`src/rtl/irq_ctrl_pkg.sv`:
```
// Shared definitions for the interrupt controller: register indices and
// the CAUSE register layout.
package irq_ctrl_pkg;

  localparam logic [1:0] IRQC_PEND  = 2'd0;
  localparam logic [1:0] IRQC_MASK  = 2'd1;
  localparam logic [1:0] IRQC_EDGE  = 2'd2;
  localparam logic [1:0] IRQC_CAUSE = 2'd3;

  localparam int CAUSE_VALID_BIT = 15;
  localparam int CAUSE_INSVC_LSB = 10;
  localparam int CAUSE_IDX_W     = 4;

  function automatic logic [15:0] pack_cause(input logic                   cvalid,
                                             input logic [4:0]             insvc,
                                             input logic [CAUSE_IDX_W-1:0] cause);
    logic [15:0] r;
    r                            = 16'h0000;
    r[CAUSE_VALID_BIT]           = cvalid;
    r[CAUSE_INSVC_LSB +: 5]      = insvc;
    r[CAUSE_IDX_W-1:0]           = cause;
    return r;
  endfunction

endpackage

```
`src/rtl/irq_sync.sv`:
```
// Multi-stage synchroniser for one asynchronous interrupt source, with a
// rising-edge detector on the synchronised value.
module irq_sync
  import irq_ctrl_pkg::*;
#(
  parameter int SYNC = 2
) (
  input  logic clk,
  input  logic rst_n,
  input  logic src_i,
  output logic s_o,
  output logic e_o
);

  logic [SYNC-1:0] sync_q;
  logic [SYNC-1:0] sync_d;
  logic            prev_q;
  logic            prev_d;

  // Shift the raw source into the chain; prev tracks the synchronised output.
  always_comb begin
    sync_d = {sync_q[SYNC-2:0], src_i};
    prev_d = sync_q[SYNC-1];
  end

  // Synchroniser and history registers.
  always_ff @(posedge clk or negedge rst_n) begin
    if (!rst_n) begin
      sync_q <= {SYNC{1'b0}};
      prev_q <= 1'b0;
    end else begin
      sync_q <= sync_d;
      prev_q <= prev_d;
    end
  end

  assign s_o = sync_q[SYNC-1];
  assign e_o = sync_q[SYNC-1] & ~prev_q;

endmodule

```
`src/rtl/irq_ctrl.sv`:
```
// Interrupt controller: per-source edge/level pending bits, mask, fixed
// priority (index 0 highest), registered irq and a 4-word MMIO window.
module irq_ctrl
  import irq_ctrl_pkg::*;
#(
  parameter int NSRC = 8,
  parameter int SYNC = 2
) (
  input  logic            clk,
  input  logic            rst_n,
  input  logic [NSRC-1:0] src,
  output logic            irq,
  input  logic            irq_ack,
  input  logic [1:0]      addr,
  input  logic            rd_en,
  input  logic            wr_en,
  input  logic [15:0]     wdata,
  output logic [15:0]     rdata
);

  logic [NSRC-1:0] s_s;
  logic [NSRC-1:0] e_s;
  logic [NSRC-1:0] act_s;
  logic [NSRC-1:0] w1c_s;
  logic [NSRC-1:0] ack_clr_s;
  logic            cvalid_s;
  logic [3:0]      cause_s;

  logic [NSRC-1:0] pend_q, pend_d;
  logic [NSRC-1:0] mask_q, mask_d;
  logic [NSRC-1:0] edge_q, edge_d;
  logic [4:0]      insvc_q, insvc_d;
  logic            irq_q, irq_d;
  logic [15:0]     rdata_q, rdata_d;

  logic            unused_wdata_s;
  assign unused_wdata_s = ^wdata[15:NSRC];

  genvar g;
  generate
    for (g = 0; g < NSRC; g++) begin : g_sync
      irq_sync #(.SYNC(SYNC)) u_sync (
        .clk   (clk),
        .rst_n (rst_n),
        .src_i (src[g]),
        .s_o   (s_s[g]),
        .e_o   (e_s[g])
      );
    end
  endgenerate

  // Fixed-priority encoder: scanning high to low leaves the lowest active index.
  always_comb begin
    act_s    = pend_q & mask_q;
    cvalid_s = |act_s;
    cause_s  = 4'd0;
    for (int i = NSRC - 1; i >= 0; i--) begin
      cause_s = act_s[i] ? i[3:0] : cause_s;
    end
  end

  // Pending, mask, mode and in-service next state.
  always_comb begin
    w1c_s     = {NSRC{1'b0}};
    ack_clr_s = {NSRC{1'b0}};
    mask_d    = mask_q;
    edge_d    = edge_q;
    insvc_d   = insvc_q;
    irq_d     = cvalid_s;
    if (wr_en && (addr == IRQC_PEND)) begin
      w1c_s = wdata[NSRC-1:0];
    end else begin
      w1c_s = {NSRC{1'b0}};
    end
    if (wr_en && (addr == IRQC_MASK)) begin
      mask_d = wdata[NSRC-1:0];
    end else begin
      mask_d = mask_q;
    end
    if (wr_en && (addr == IRQC_EDGE)) begin
      edge_d = wdata[NSRC-1:0];
    end else begin
      edge_d = edge_q;
    end
    for (int i = 0; i < NSRC; i++) begin
      ack_clr_s[i] = irq_ack & cvalid_s & (cause_s == i[3:0]);
    end
    if (irq_ack) begin
      insvc_d = cvalid_s ? {1'b1, cause_s} : 5'b0_0000;
    end else begin
      insvc_d = insvc_q;
    end
    // A fresh edge always wins over W1C or ack so a re-trigger is never lost.
    pend_d = (edge_q & (e_s | (pend_q & ~w1c_s & ~ack_clr_s)))
           | (~edge_q & s_s);
  end

  // Read mux samples pre-write state, so a same-cycle write is not visible.
  always_comb begin
    rdata_d = rdata_q;
    if (rd_en) begin
      case (addr)
        IRQC_PEND:  rdata_d = {{(16-NSRC){1'b0}}, pend_q};
        IRQC_MASK:  rdata_d = {{(16-NSRC){1'b0}}, mask_q};
        IRQC_EDGE:  rdata_d = {{(16-NSRC){1'b0}}, edge_q};
        IRQC_CAUSE: rdata_d = pack_cause(cvalid_s, insvc_q, cause_s);
        default:    rdata_d = 16'h0000;
      endcase
    end else begin
      rdata_d = rdata_q;
    end
  end

  // Controller state registers.
  always_ff @(posedge clk or negedge rst_n) begin
    if (!rst_n) begin
      pend_q  <= {NSRC{1'b0}};
      mask_q  <= {NSRC{1'b0}};
      edge_q  <= {NSRC{1'b0}};
      insvc_q <= 5'b0_0000;
      irq_q   <= 1'b0;
      rdata_q <= 16'h0000;
    end else begin
      pend_q  <= pend_d;
      mask_q  <= mask_d;
      edge_q  <= edge_d;
      insvc_q <= insvc_d;
      irq_q   <= irq_d;
      rdata_q <= rdata_d;
    end
  end

  assign irq   = irq_q;
  assign rdata = rdata_q;

endmodule
```
`config.mk`:
```
export PLATFORM = sky130hd
export DESIGN_NAME = irq_ctrl
export DESIGN_NICKNAME = d
export VERILOG_FILES = /design/src/rtl/irq_ctrl_pkg.sv /design/src/rtl/irq_sync.sv /design/src/rtl/irq_ctrl.sv
export SDC_FILE = /design/constraint.sdc
export NUM_CORES = 1
export LEC_CHECK = 0
export ABC_AREA = 1
export ABC_CLOCK_PERIOD_IN_PS = 1370
export BUFFER_PORTS_ARGS = -buffer_cell sky130_fd_sc_hd__buf_4
export CAP_MARGIN = 20
export CORE_MARGIN = 2
export CORE_UTILIZATION = 25
export CTS_CLUSTER_DIAMETER = 40
export CTS_CLUSTER_SIZE = 12
export DETAILED_ROUTE_END_ITERATION = 12
export GPL_TIMING_DRIVEN = 0
export SLEW_MARGIN = 30
export SYNTH_ARGS = -nofsm -noshare
export SYNTH_HDL_FRONTEND = slang
export SYNTH_SLANG_ARGS = --single-unit
```
`constraint.sdc`:
```
create_clock -name clk -period 1.37 [get_ports clk]
set_input_delay 0.137 -clock clk [delete_from_list [all_inputs] [get_ports clk]]
set_output_delay 0.137 -clock clk [all_outputs]
set_load 0.01 [all_outputs]
```
==> flow_summary.html, run 1 <==
<table>
<tr><th>Metric</th><th>Value</th></tr>
<tr><th colspan="2">Final layout</th></tr>
<tr><td>Number of antenna diodes</td><td>0</td></tr>
<tr><td>Commonest non-fill, non-tap cells in the layout</td><td>sky130_fd_sc_hd__nand2_1 (102), sky130_fd_sc_hd__dfrtp_1 (66), sky130_fd_sc_hd__buf_4 (55)</td></tr>
<tr><td>Multi-input logic area</td><td>about 1000 um^2</td></tr>
<tr><td>Most common cell after layout, fill and taps aside</td><td>sky130_fd_sc_hd__nand2_1</td></tr>
<tr><td># nets final</td><td>402</td></tr>
<tr><td>Number of standard cells in the final layout excluding fillers</td><td>approximately 520</td></tr>
<tr><td>Post-route design area</td><td>3720 um^2</td></tr>
<tr><td>Final core utilization</td><td>0.344</td></tr>
<tr><td>Layout cells sized above 1</td><td>0.304</td></tr>
<tr><td>Area taken by flip-flops and latches</td><td>around 1700 um^2</td></tr>
<tr><td>Fill cell count</td><td>about 1100</td></tr>
<tr><td>Signed area change from the synthesized netlist to the final layout</td><td>34.7%</td></tr>
<tr><th colspan="2">Logic synthesis</th></tr>
<tr><td>Average cell area after synthesis</td><td>9.32 um^2</td></tr>
<tr><td>Main combinational cell family by area after synthesis</td><td>simple AND/OR/NAND/NOR gates</td></tr>
<tr><td>Adder and majority gate portion of the synthesized area</td><td>0</td></tr>
<tr><td>Fraction of the mapped netlist area in compound gates</td><td>0.0925</td></tr>
<tr><td>Number of distinct standard cells referenced by the synthesized netlist</td><td>23</td></tr>
<tr><td>Area of the mapped netlist</td><td>roughly 2800 um^2</td></tr>
<tr><td>Yosys Warn Count</td><td>0</td></tr>
<tr><td>Cells after synthesis</td><td>just under 300</td></tr>
<tr><td>Multiplexer share of the synthesized area</td><td>0</td></tr>
<tr><td>Flip-flop and latch count after synthesis</td><td>66</td></tr>
<tr><td>Share of synthesized cell area in and, or, nand and nor gates</td><td>0.248</td></tr>
<tr><td>Sequential fraction of the synthesis area</td><td>0.599</td></tr>
<tr><td>XOR/XNOR Fraction of Synth Area</td><td>0</td></tr>
<tr><th colspan="2">GRT</th></tr>
<tr><td>Global-route usage over all layers</td><td>0.116</td></tr>
<tr><td>Initial antenna violation count</td><td>0</td></tr>
<tr><td>Largest net degree at the start of global routing</td><td>67</td></tr>
<tr><td>Remaining global-route overflow</td><td>0</td></tr>
<tr><td>Via count of the first global-routing pass</td><td>between 2000 and 2500</td></tr>
<tr><td>First-pass GRT wire length</td><td>10400 um</td></tr>
<tr><th colspan="2">Run</th></tr>
<tr><td>Max-cap violations</td><td>0</td></tr>
<tr><th colspan="2">Timing</th></tr>
<tr><td>Setup clock skew after layout</td><td>0.00823 ns</td></tr>
<tr><td>Max frequency</td><td>723 MHz</td></tr>
<tr><td>Worst rel slew slack</td><td>0.442</td></tr>
<tr><td>Setup repair after global routing missed its margin</td><td>yes</td></tr>
<tr><td>Post-route setup slack</td><td>-0.0138 ns</td></tr>
<tr><td>Final setup vio count</td><td>1</td></tr>
<tr><td>Max-slew violation count</td><td>0</td></tr>
<tr><td>Worst-Margin Slew</td><td>around 0.84 ns</td></tr>
<tr><td>Setup TNS</td><td>-0.0138 ns</td></tr>
<tr><td>Hold Violations, Final</td><td>0</td></tr>
<tr><td>Share of the cycle needed by the critical path after routing</td><td>1.01</td></tr>
<tr><td>Final critical-path required period</td><td>1.38 ns</td></tr>
<tr><td>Worst slack on hold paths</td><td>about 0.077 ns</td></tr>
<tr><th colspan="2">Placed design</th></tr>
<tr><td>Instance count after placement with tap cells included</td><td>about 470</td></tr>
<tr><td>Count of buffers from port buffering</td><td>36</td></tr>
<tr><td>Worst setup timing slack at the placement stage</td><td>-0.141 ns</td></tr>
<tr><td>Hpwl dp</td><td>roughly 4200 um</td></tr>
<tr><td>Placer Congestion</td><td>0.863</td></tr>
<tr><td>Placement Cell Area</td><td>3210 um^2</td></tr>
<tr><th colspan="2">Worst setup path</th></tr>
<tr><td>Flop-to-flop setup slack</td><td>-0.01 ns</td></tr>
<tr><td>Reg-to-Reg End</td><td>insvc_q[2]</td></tr>
<tr><td>Crit path DAT</td><td>1.62 ns</td></tr>
<tr><td>Critical path fanouts, max</td><td>5</td></tr>
<tr><td>Category of the worst setup path capture point</td><td>flop</td></tr>
<tr><td>Required time reported for the critical path endpoint</td><td>about 1.6 ns</td></tr>
<tr><td>Source of the worst register-to-register timing path</td><td>pend_q[5]</td></tr>
<tr><td>Worst Reg2Reg Path Length in Cells</td><td>7</td></tr>
<tr><td>Critical path class</td><td>flop to flop</td></tr>
<tr><td>Kind of start point of the critical path</td><td>flop</td></tr>
<tr><th colspan="2">Power</th></tr>
<tr><td>Total leakage power</td><td>between 1.5 and 2 nW</td></tr>
<tr><td>Power per standard cell area</td><td>approximately 1400 nW/um^2</td></tr>
<tr><td>Maximum vdd drop</td><td>between 0.4 and 0.5 mV</td></tr>
<tr><td>Total chip power</td><td>5.21 mW</td></tr>
<tr><th colspan="2">Worst hold path</th></tr>
<tr><td>Hold path depth</td><td>3</td></tr>
<tr><td>Worst hold path startpoint</td><td>wdata[5]</td></tr>
<tr><td>Worst hold path endpoint</td><td>edge_q[5]</td></tr>
<tr><td>Hold crit path type</td><td>input pin to flop</td></tr>
<tr><th colspan="2">CTS</th></tr>
<tr><td>Maximum number of buffers from clock root to sink</td><td>2</td></tr>
<tr><td>Worst-skew pair later-pin latency</td><td>0.35 ns</td></tr>
<tr><td>Clock buffers created by TritonCTS</td><td>9</td></tr>
<tr><td>CTS tree</td><td>done</td></tr>
<tr><td>Number of clock sinks</td><td>between 60 and 70</td></tr>
<tr><td>Clock slew at the register clock pins of the worst setup and hold paths</td><td>~0.070 ns</td></tr>
<tr><td>Library cell used as clock root buffer</td><td>sky130_fd_sc_hd__clkbuf_8</td></tr>
<tr><td>Number of levels in the clock H-tree</td><td>3</td></tr>
<tr><th colspan="2">Drt</th></tr>
<tr><td>Total number of vias</td><td>roughly 2200</td></tr>
<tr><td>WL final</td><td>approximately 6300 um</td></tr>
<tr><td>DRC errors left</td><td>0</td></tr>
<tr><td>Residual antenna-violating net count after detailed routing</td><td>0</td></tr>
<tr><td>Routed length per placed instance</td><td>about 12 um</td></tr>
<tr><td>Vias per cell</td><td>approximately 4.2</td></tr>
<tr><td>First drt pass iteration count</td><td>4</td></tr>
<tr><td>Iteration-0 DRC count of the detailed router</td><td>90</td></tr>
<tr><th colspan="2">Floorplan</th></tr>
<tr><td>Width of the chip</td><td>around 110 um</td></tr>
<tr><td>I/O Pins</td><td>48</td></tr>
<tr><td>Initial cell density of the core</td><td>0.256</td></tr>
<tr><td>FP Rows</td><td>38</td></tr>
<tr><td>Core footprint</td><td>around 11000 um^2</td></tr>
<tr><td>Die Area</td><td>about 12000 um^2</td></tr>
<tr><td>Vert. Die Dim</td><td>109 um</td></tr>
<tr><th colspan="2">Status</th></tr>
<tr><td>Run status</td><td>finished, violations left</td></tr>
<tr><td>Violations in the final reports</td><td>setup timing</td></tr>
</table>
-- cell type report --
| cell class | count | area share |
|---|---|---|
| plain buffers | 7 | 0.0141 |
| clock inverters | 2 | 0.0162 |
| multi-input cells | 195 | 0.272 |
| repair buffers | 62 | 0.132 |
| clock buffers | 13 | 0.0427 |
| well taps | 140 | 0.0471 |
| flip-flops and latches | 66 | 0.444 |
| inverters | 30 | 0.0316 |
-- worst max-delay path, cell delays in order (launching register included) --
cell and delay [ns]:
sky130_fd_sc_hd__dfrtp_1 0.40, sky130_fd_sc_hd__nand2_1 0.12, sky130_fd_sc_hd__nand2_1 0.08, sky130_fd_sc_hd__nor2_2 0.19, sky130_fd_sc_hd__nor3_4 0.09, sky130_fd_sc_hd__buf_4 0.14, sky130_fd_sc_hd__buf_4 0.12, sky130_fd_sc_hd__o21bai_1 0.14
-- synthesized netlist by cell type --
cell type | number | share of area
sky130_fd_sc_hd__nand3_1 | 17 | 0.031
sky130_fd_sc_hd__a21oi_1 | 6 | 0.011
sky130_fd_sc_hd__o21ai_1 | 1 | 0.0018
sky130_fd_sc_hd__buf_4 | 3 | 0.0082
sky130_fd_sc_hd__dfrtp_1 | 66 | 0.60
sky130_fd_sc_hd__inv_2 | 3 | 0.0041
sky130_fd_sc_hd__nand2_2 | 4 | 0.0091
sky130_fd_sc_hd__nand4_1 | 6 | 0.014
sky130_fd_sc_hd__o21ai_0 | 5 | 0.0091
sky130_fd_sc_hd__clkbuf_1 | 2 | 0.0027
sky130_fd_sc_hd__o211ai_1 | 1 | 0.0027
sky130_fd_sc_hd__nor3_2 | 1 | 0.0036
sky130_fd_sc_hd__o21bai_1 | 1 | 0.0027
sky130_fd_sc_hd__buf_6 | 2 | 0.0082
sky130_fd_sc_hd__conb_1 | 1 | 0.0014
sky130_fd_sc_hd__a221oi_1 | 1 | 0.0032
sky130_fd_sc_hd__o21ai_2 | 16 | 0.051
sky130_fd_sc_hd__nor2_4 | 4 | 0.016
sky130_fd_sc_hd__nand2_1 | 111 | 0.15
sky130_fd_sc_hd__nor2_1 | 11 | 0.015
sky130_fd_sc_hd__nand2_4 | 2 | 0.0082
sky130_fd_sc_hd__a31oi_1 | 5 | 0.011
sky130_fd_sc_hd__inv_1 | 27 | 0.037
-- per-layer routing --
metal	track usage	vias to the layer above	share of wire
met2	0.193	57	0.48
met1	0.139	999	0.42
met5	0	-	0
met3	0.0365	11	0.076
met4	0.0495	0	0.018
li1	-	1089	-
-- state kept, by name, summed over array words and instances, names as in the netlist --
name	cells
edge_q	8
mask_q	8
irq	1
pend_q	8
rdata	13
g_sync.u_sync.prev_q	8
g_sync.u_sync.sync_q	16
insvc_q	4
-- cell families (layout without fill, tap and decap cells) --
kind of cell,count (synthesis),in the layout
AO/OA/AOI/OAI,36,36
buffers and inverters,37,114
flip-flops,66,66
other,1,3
AND/OR/NAND/NOR,156,156
-- how the worst max path moves through the flow --
stage                             to  cells past startpoint  slack [ns]       from
final                     insvc_q[2]                      7       -0.01  pend_q[5]
after global routing       pend_q[2]                     12       -0.10  pend_q[7]
after global placement     pend_q[7]                      8       -0.09  pend_q[0]
after floorplan            pend_q[5]                      8        0.15  pend_q[0]
after CTS                  pend_q[7]                      8      -0.005  pend_q[3]
after detailed placement   pend_q[7]                      8       -0.14  pend_q[0]
-- power by group --
group | switching, mW | internal, mW | leakage (nW)
sequential | 0.157 | 2.19 | 0.798
combinational | 0.598 | 0.467 | 0.954
clock | 0.686 | 1.12 | 0.110
total | 1.44 | 3.77 | 1.86
-- what timing repair did --
action / in CTS / in global routing
pin swaps: 8 / 13
endpoints found under the hold margin: 75 / 0
hold buffers: 10 / 0
resized for setup: 8 / 13
setup buffers: 10 / 6
setup endpoints to repair: 7 / 13
(Power assumes the default switching activity.)
==> inputs of run 2 (changes only) <==
- ABC_CLOCK_PERIOD_IN_PS: 1370 -> 1150
- clock period: 1.37 -> 1.15 ns (I/O delays scaled with it)
==> run 2 against run 1 <==
Net effect:
- the run still ends with setup timing left
- non-clock buffer count decreased by 1
- sequential power grew 20%
- register-to-register slack got worse by 0.21 ns
- critical path type unchanged
==> flow_summary.html, run 2 (synthesis gave the netlist of run 1 again) <==
<table>
<tr><th>Metric</th><th>Value</th></tr>
<tr><th colspan="2">Status</th></tr>
<tr><td>Run status</td><td>finished, violations left</td></tr>
<tr><td>Violations in the final reports</td><td>setup timing</td></tr>
<tr><th colspan="2">Worst setup path</th></tr>
<tr><td>Category of the worst setup path capture point</td><td>flop</td></tr>
<tr><td>Required time reported for the critical path endpoint</td><td>1.39 ns (-0.21 ns)</td></tr>
<tr><td>Kind of cell adding the most delay to the critical path</td><td>simple AND/OR/NAND/NOR gates</td></tr>
<tr><td>End point of the critical path</td><td>pend_q[7]</td></tr>
<tr><td>Slowest cell delay on critical path</td><td>0.41 ns (about the same)</td></tr>
<tr><td>Source of the worst register-to-register timing path</td><td>pend_q[0]</td></tr>
<tr><td>Critical path class</td><td>flop to flop</td></tr>
<tr><td>Worst Reg2Reg Path Length in Cells</td><td>8 (+1)</td></tr>
<tr><td>CP Depth</td><td>8 (+1)</td></tr>
<tr><td>Crit path buffers/inverters</td><td>1 (-1)</td></tr>
<tr><td>Crit path DAT</td><td>1.61 ns (about the same)</td></tr>
<tr><td>Reg-to-Reg End</td><td>pend_q[7]</td></tr>
<tr><td>Kind of start point of the critical path</td><td>flop</td></tr>
<tr><td>Critical path fanouts, max</td><td>5 (unchanged)</td></tr>
<tr><td>Ordered cell list for the critical path</td><td>nand2_4 &gt; nand2_2 &gt; inv_2 &gt; nand2_4 &gt; nor3_4 &gt; nand4_1 &gt; nand2_1 &gt; nand2_1</td></tr>
<tr><td>Worst Setup SP</td><td>pend_q[0]</td></tr>
<tr><td>Flop-to-flop setup slack</td><td>-0.22 ns (-0.21 ns)</td></tr>
<tr><td>Slowest CP cell</td><td>sky130_fd_sc_hd__dfrtp_1</td></tr>
<tr><th colspan="2">Final layout</th></tr>
<tr><td>Final core utilization</td><td>0.346 (+0.00185)</td></tr>
<tr><td>Number of antenna diodes</td><td>0 (unchanged)</td></tr>
<tr><td># nets final</td><td>401 (-0.25%)</td></tr>
<tr><td>Layout cells sized above 1</td><td>0.336 (+0.0320)</td></tr>
<tr><td>Fill cell count</td><td>1095 (-1.8%)</td></tr>
<tr><td>Number of flip-flops in the largest register</td><td>16 (unchanged)</td></tr>
<tr><td>Signed area change from the synthesized netlist to the final layout</td><td>35.5%</td></tr>
<tr><td>Most common cell after layout, fill and taps aside</td><td>sky130_fd_sc_hd__nand2_1</td></tr>
<tr><td>Register with the highest flop count</td><td>g_sync.u_sync.sync_q</td></tr>
<tr><td>Commonest non-fill, non-tap cells in the layout</td><td>sky130_fd_sc_hd__nand2_1 (98), sky130_fd_sc_hd__dfrtp_1 (66), sky130_fd_sc_hd__buf_4 (53)</td></tr>
<tr><td>Post-route design area</td><td>3740 um^2 (+0.54%)</td></tr>
<tr><th colspan="2">Timing</th></tr>
<tr><td>Post-route setup slack</td><td>-0.225 ns (-0.211 ns)</td></tr>
<tr><td>Worst rel slew slack</td><td>0.451 (+0.00890)</td></tr>
<tr><td>Max-slew violation count</td><td>0 (unchanged)</td></tr>
<tr><td>Max frequency</td><td>727 MHz (+0.67%)</td></tr>
<tr><td>Setup TNS</td><td>-1.79 ns (-1.77 ns)</td></tr>
<tr><td>Final critical-path required period</td><td>1.37 ns (-0.00916 ns)</td></tr>
<tr><td>Final setup vio count</td><td>15 (+14)</td></tr>
<tr><td>Setup repair after global routing missed its margin</td><td>yes</td></tr>
<tr><td>Share of the cycle needed by the critical path after routing</td><td>1.20 (+0.185)</td></tr>
<tr><td>Worst-Margin Slew</td><td>0.824 ns (-0.0134 ns)</td></tr>
<tr><td>Setup clock skew after layout</td><td>0.00599 ns (-0.00224 ns)</td></tr>
<tr><td>Hold Violations, Final</td><td>0 (unchanged)</td></tr>
<tr><th colspan="2">Power</th></tr>
<tr><td>Fraction of power spent switching nets</td><td>0.297 (+0.0205)</td></tr>
<tr><td>Power per standard cell area</td><td>1640 nW/um^2 (+17%)</td></tr>
<tr><td>Maximum vdd drop</td><td>0.703 mV (+48%)</td></tr>
<tr><td>P_sw</td><td>1.82 mW (+26%)</td></tr>
<tr><td>Total leakage power</td><td>1.86 nW (+0.14%)</td></tr>
<tr><td>Total chip power</td><td>6.11 mW (+17%)</td></tr>
<tr><td>Power share of the combinational group</td><td>0.217 (+0.013)</td></tr>
<tr><td>Internal power component</td><td>4.30 mW (+14%)</td></tr>
<tr><td>Clock power share</td><td>0.325 (-0.021)</td></tr>
<tr><td>Proportion of power drawn by flip-flops and latches</td><td>0.458 (+0.008)</td></tr>
<tr><th colspan="2">Drt</th></tr>
<tr><td>Met2 wire length</td><td>3110 um (+3.1%)</td></tr>
<tr><td>Total number of vias</td><td>2140 (-0.74%)</td></tr>
<tr><td>WL final</td><td>6350 um (+1.6%)</td></tr>
<tr><td>Iteration-0 DRC count of the detailed router</td><td>143 (+59%)</td></tr>
<tr><td>Wire length on met1</td><td>2700 um (+1.9%)</td></tr>
<tr><td>Wire length on met3</td><td>413 um (-13%)</td></tr>
<tr><td>First drt pass iteration count</td><td>4 (unchanged)</td></tr>
<tr><td>DRC errors left</td><td>0 (unchanged)</td></tr>
<tr><td>Routed length per placed instance</td><td>12.3 um (+1.6%)</td></tr>
<tr><td>Residual antenna-violating net count after detailed routing</td><td>0 (unchanged)</td></tr>
<tr><td>Vias per cell</td><td>4.16 (-0.74%)</td></tr>
<tr><td>Top metal layer carrying routed signals</td><td>met4</td></tr>
<tr><th colspan="2">Floorplan</th></tr>
<tr><td>Width of the chip</td><td>109 um (unchanged)</td></tr>
<tr><td>Die Area</td><td>11900 um^2 (unchanged)</td></tr>
<tr><td>Core footprint</td><td>10800 um^2 (unchanged)</td></tr>
<tr><td>FP Rows</td><td>38 (unchanged)</td></tr>
<tr><td>I/O Pins</td><td>48 (unchanged)</td></tr>
<tr><td>Initial cell density of the core</td><td>0.256 (unchanged)</td></tr>
<tr><td>Vert. Die Dim</td><td>109 um (unchanged)</td></tr>
<tr><th colspan="2">GRT</th></tr>
<tr><td>First-pass GRT wire length</td><td>10400 um (+0.20%)</td></tr>
<tr><td>Remaining global-route overflow</td><td>0 (unchanged)</td></tr>
<tr><td>Global-route usage over all layers</td><td>0.116 (+0.000282)</td></tr>
<tr><td>Largest net degree at the start of global routing</td><td>67 (unchanged)</td></tr>
<tr><td>Initial antenna violation count</td><td>0 (unchanged)</td></tr>
<tr><td>Via count of the first global-routing pass</td><td>2129 (-2.1%)</td></tr>
<tr><th colspan="2">Placed design</th></tr>
<tr><td>Placer Congestion</td><td>0.849 (-1.6%)</td></tr>
<tr><td>Count of buffers from port buffering</td><td>36 (unchanged)</td></tr>
<tr><td>Hpwl dp</td><td>4220 um (+0.59%)</td></tr>
<tr><td>Placement Cell Area</td><td>3220 um^2 (+0.35%)</td></tr>
<tr><th colspan="2">CTS</th></tr>
<tr><td>Number of levels in the clock H-tree</td><td>3 (unchanged)</td></tr>
<tr><td>Library cell used as clock root buffer</td><td>sky130_fd_sc_hd__clkbuf_8</td></tr>
<tr><td>Worst-skew pair later-pin latency</td><td>0.35 ns (about the same)</td></tr>
<tr><td>Number of clock sinks</td><td>66 (unchanged)</td></tr>
<tr><td>Maximum number of buffers from clock root to sink</td><td>2 (unchanged)</td></tr>
<tr><td>Clock buffers created by TritonCTS</td><td>9 (unchanged)</td></tr>
<tr><td>CTS tree</td><td>done</td></tr>
<tr><td>Clock slew at the register clock pins of the worst setup and hold paths</td><td>0.07 ns (about the same)</td></tr>
<tr><th colspan="2">Worst hold path</th></tr>
<tr><td>Hold crit path type</td><td>input pin to flop</td></tr>
<tr><th colspan="2">Run</th></tr>
<tr><td>Max-cap violations</td><td>0 (unchanged)</td></tr>
</table>
-- run 2: layout make-up --
class,instances,area [um^2],area share
Sequential cell,66,1650,0.442
Multi-Input combinational cell,195,1050,0.282
Timing Repair Buffer,61,487,0.130
Tap cell,140,175,0.0469
Clock buffer,11,151,0.0405
Inverter,30,115,0.0308
Clock inverter,5,52.6,0.0141
Buffer,7,52.6,0.0141
-- run 2: power by group through the flow --
stage | logic, mW | clock network [mW] | registers, mW
after detailed placement | 1.02 | 0 | 2.84
after floorplan | 0.621 | 0 | 2.82
after global placement | 0.998 | 0 | 2.83
after global routing | 1.48 | 2.14 | 2.83
final | 1.32 | 1.99 | 2.80
after CTS | 1.17 | 2.04 | 2.80
-- run 2: what timing repair did --
action,CTS,global route
setup buffers,9,6
gates resized for setup,8,20
pin swaps,6,11
setup endpoints to repair,17,17
hold endpoints to repair,75,0
hold buffers,10,0
-- run 2: per-stage QoR --
stage	setup slack [ns]	instances	hold WS, ns
2_1_floorplan	-0.0312	298	-0.181
3_3_place_gp	-0.243	474	0.224
3_5_place_dp	-0.272	474	0.226
4_1_cts	-0.222	509	0.0445
5_1_grt	-0.342	515	0.0533
6_report	-0.225	515	0.0581
-- run 2: routing by layer --
metal,vias up,track usage
li1,1082,-
met1,991,0.143
met2,54,0.186
met3,13,0.0430
met4,0,0.0440
met5,-,0
-- run 2: worst min-delay path by stage --
stage / startpoint / to / slack [ns] / cells after the start
6_report: wdata[7] / mask_q[7] / 0.06 / 3
5_1_grt: wdata[4] / edge_q[4] / 0.05 / 3
4_1_cts: wdata[4] / edge_q[4] / 0.04 / 3
3_5_place_dp: src[4] / g_sync[4].u_sync.sync_q[0] / 0.23 / 1
3_3_place_gp: src[7] / g_sync[7].u_sync.sync_q[0] / 0.22 / 1
2_1_floorplan: rst_n / edge_q[0] / -0.18 / 0
-- run 2: tightest hold or removal path, delay by kind of cell --
kind,cells,cell delay (ns)
buf+inv,2,0.14
compound gates,1,0.12
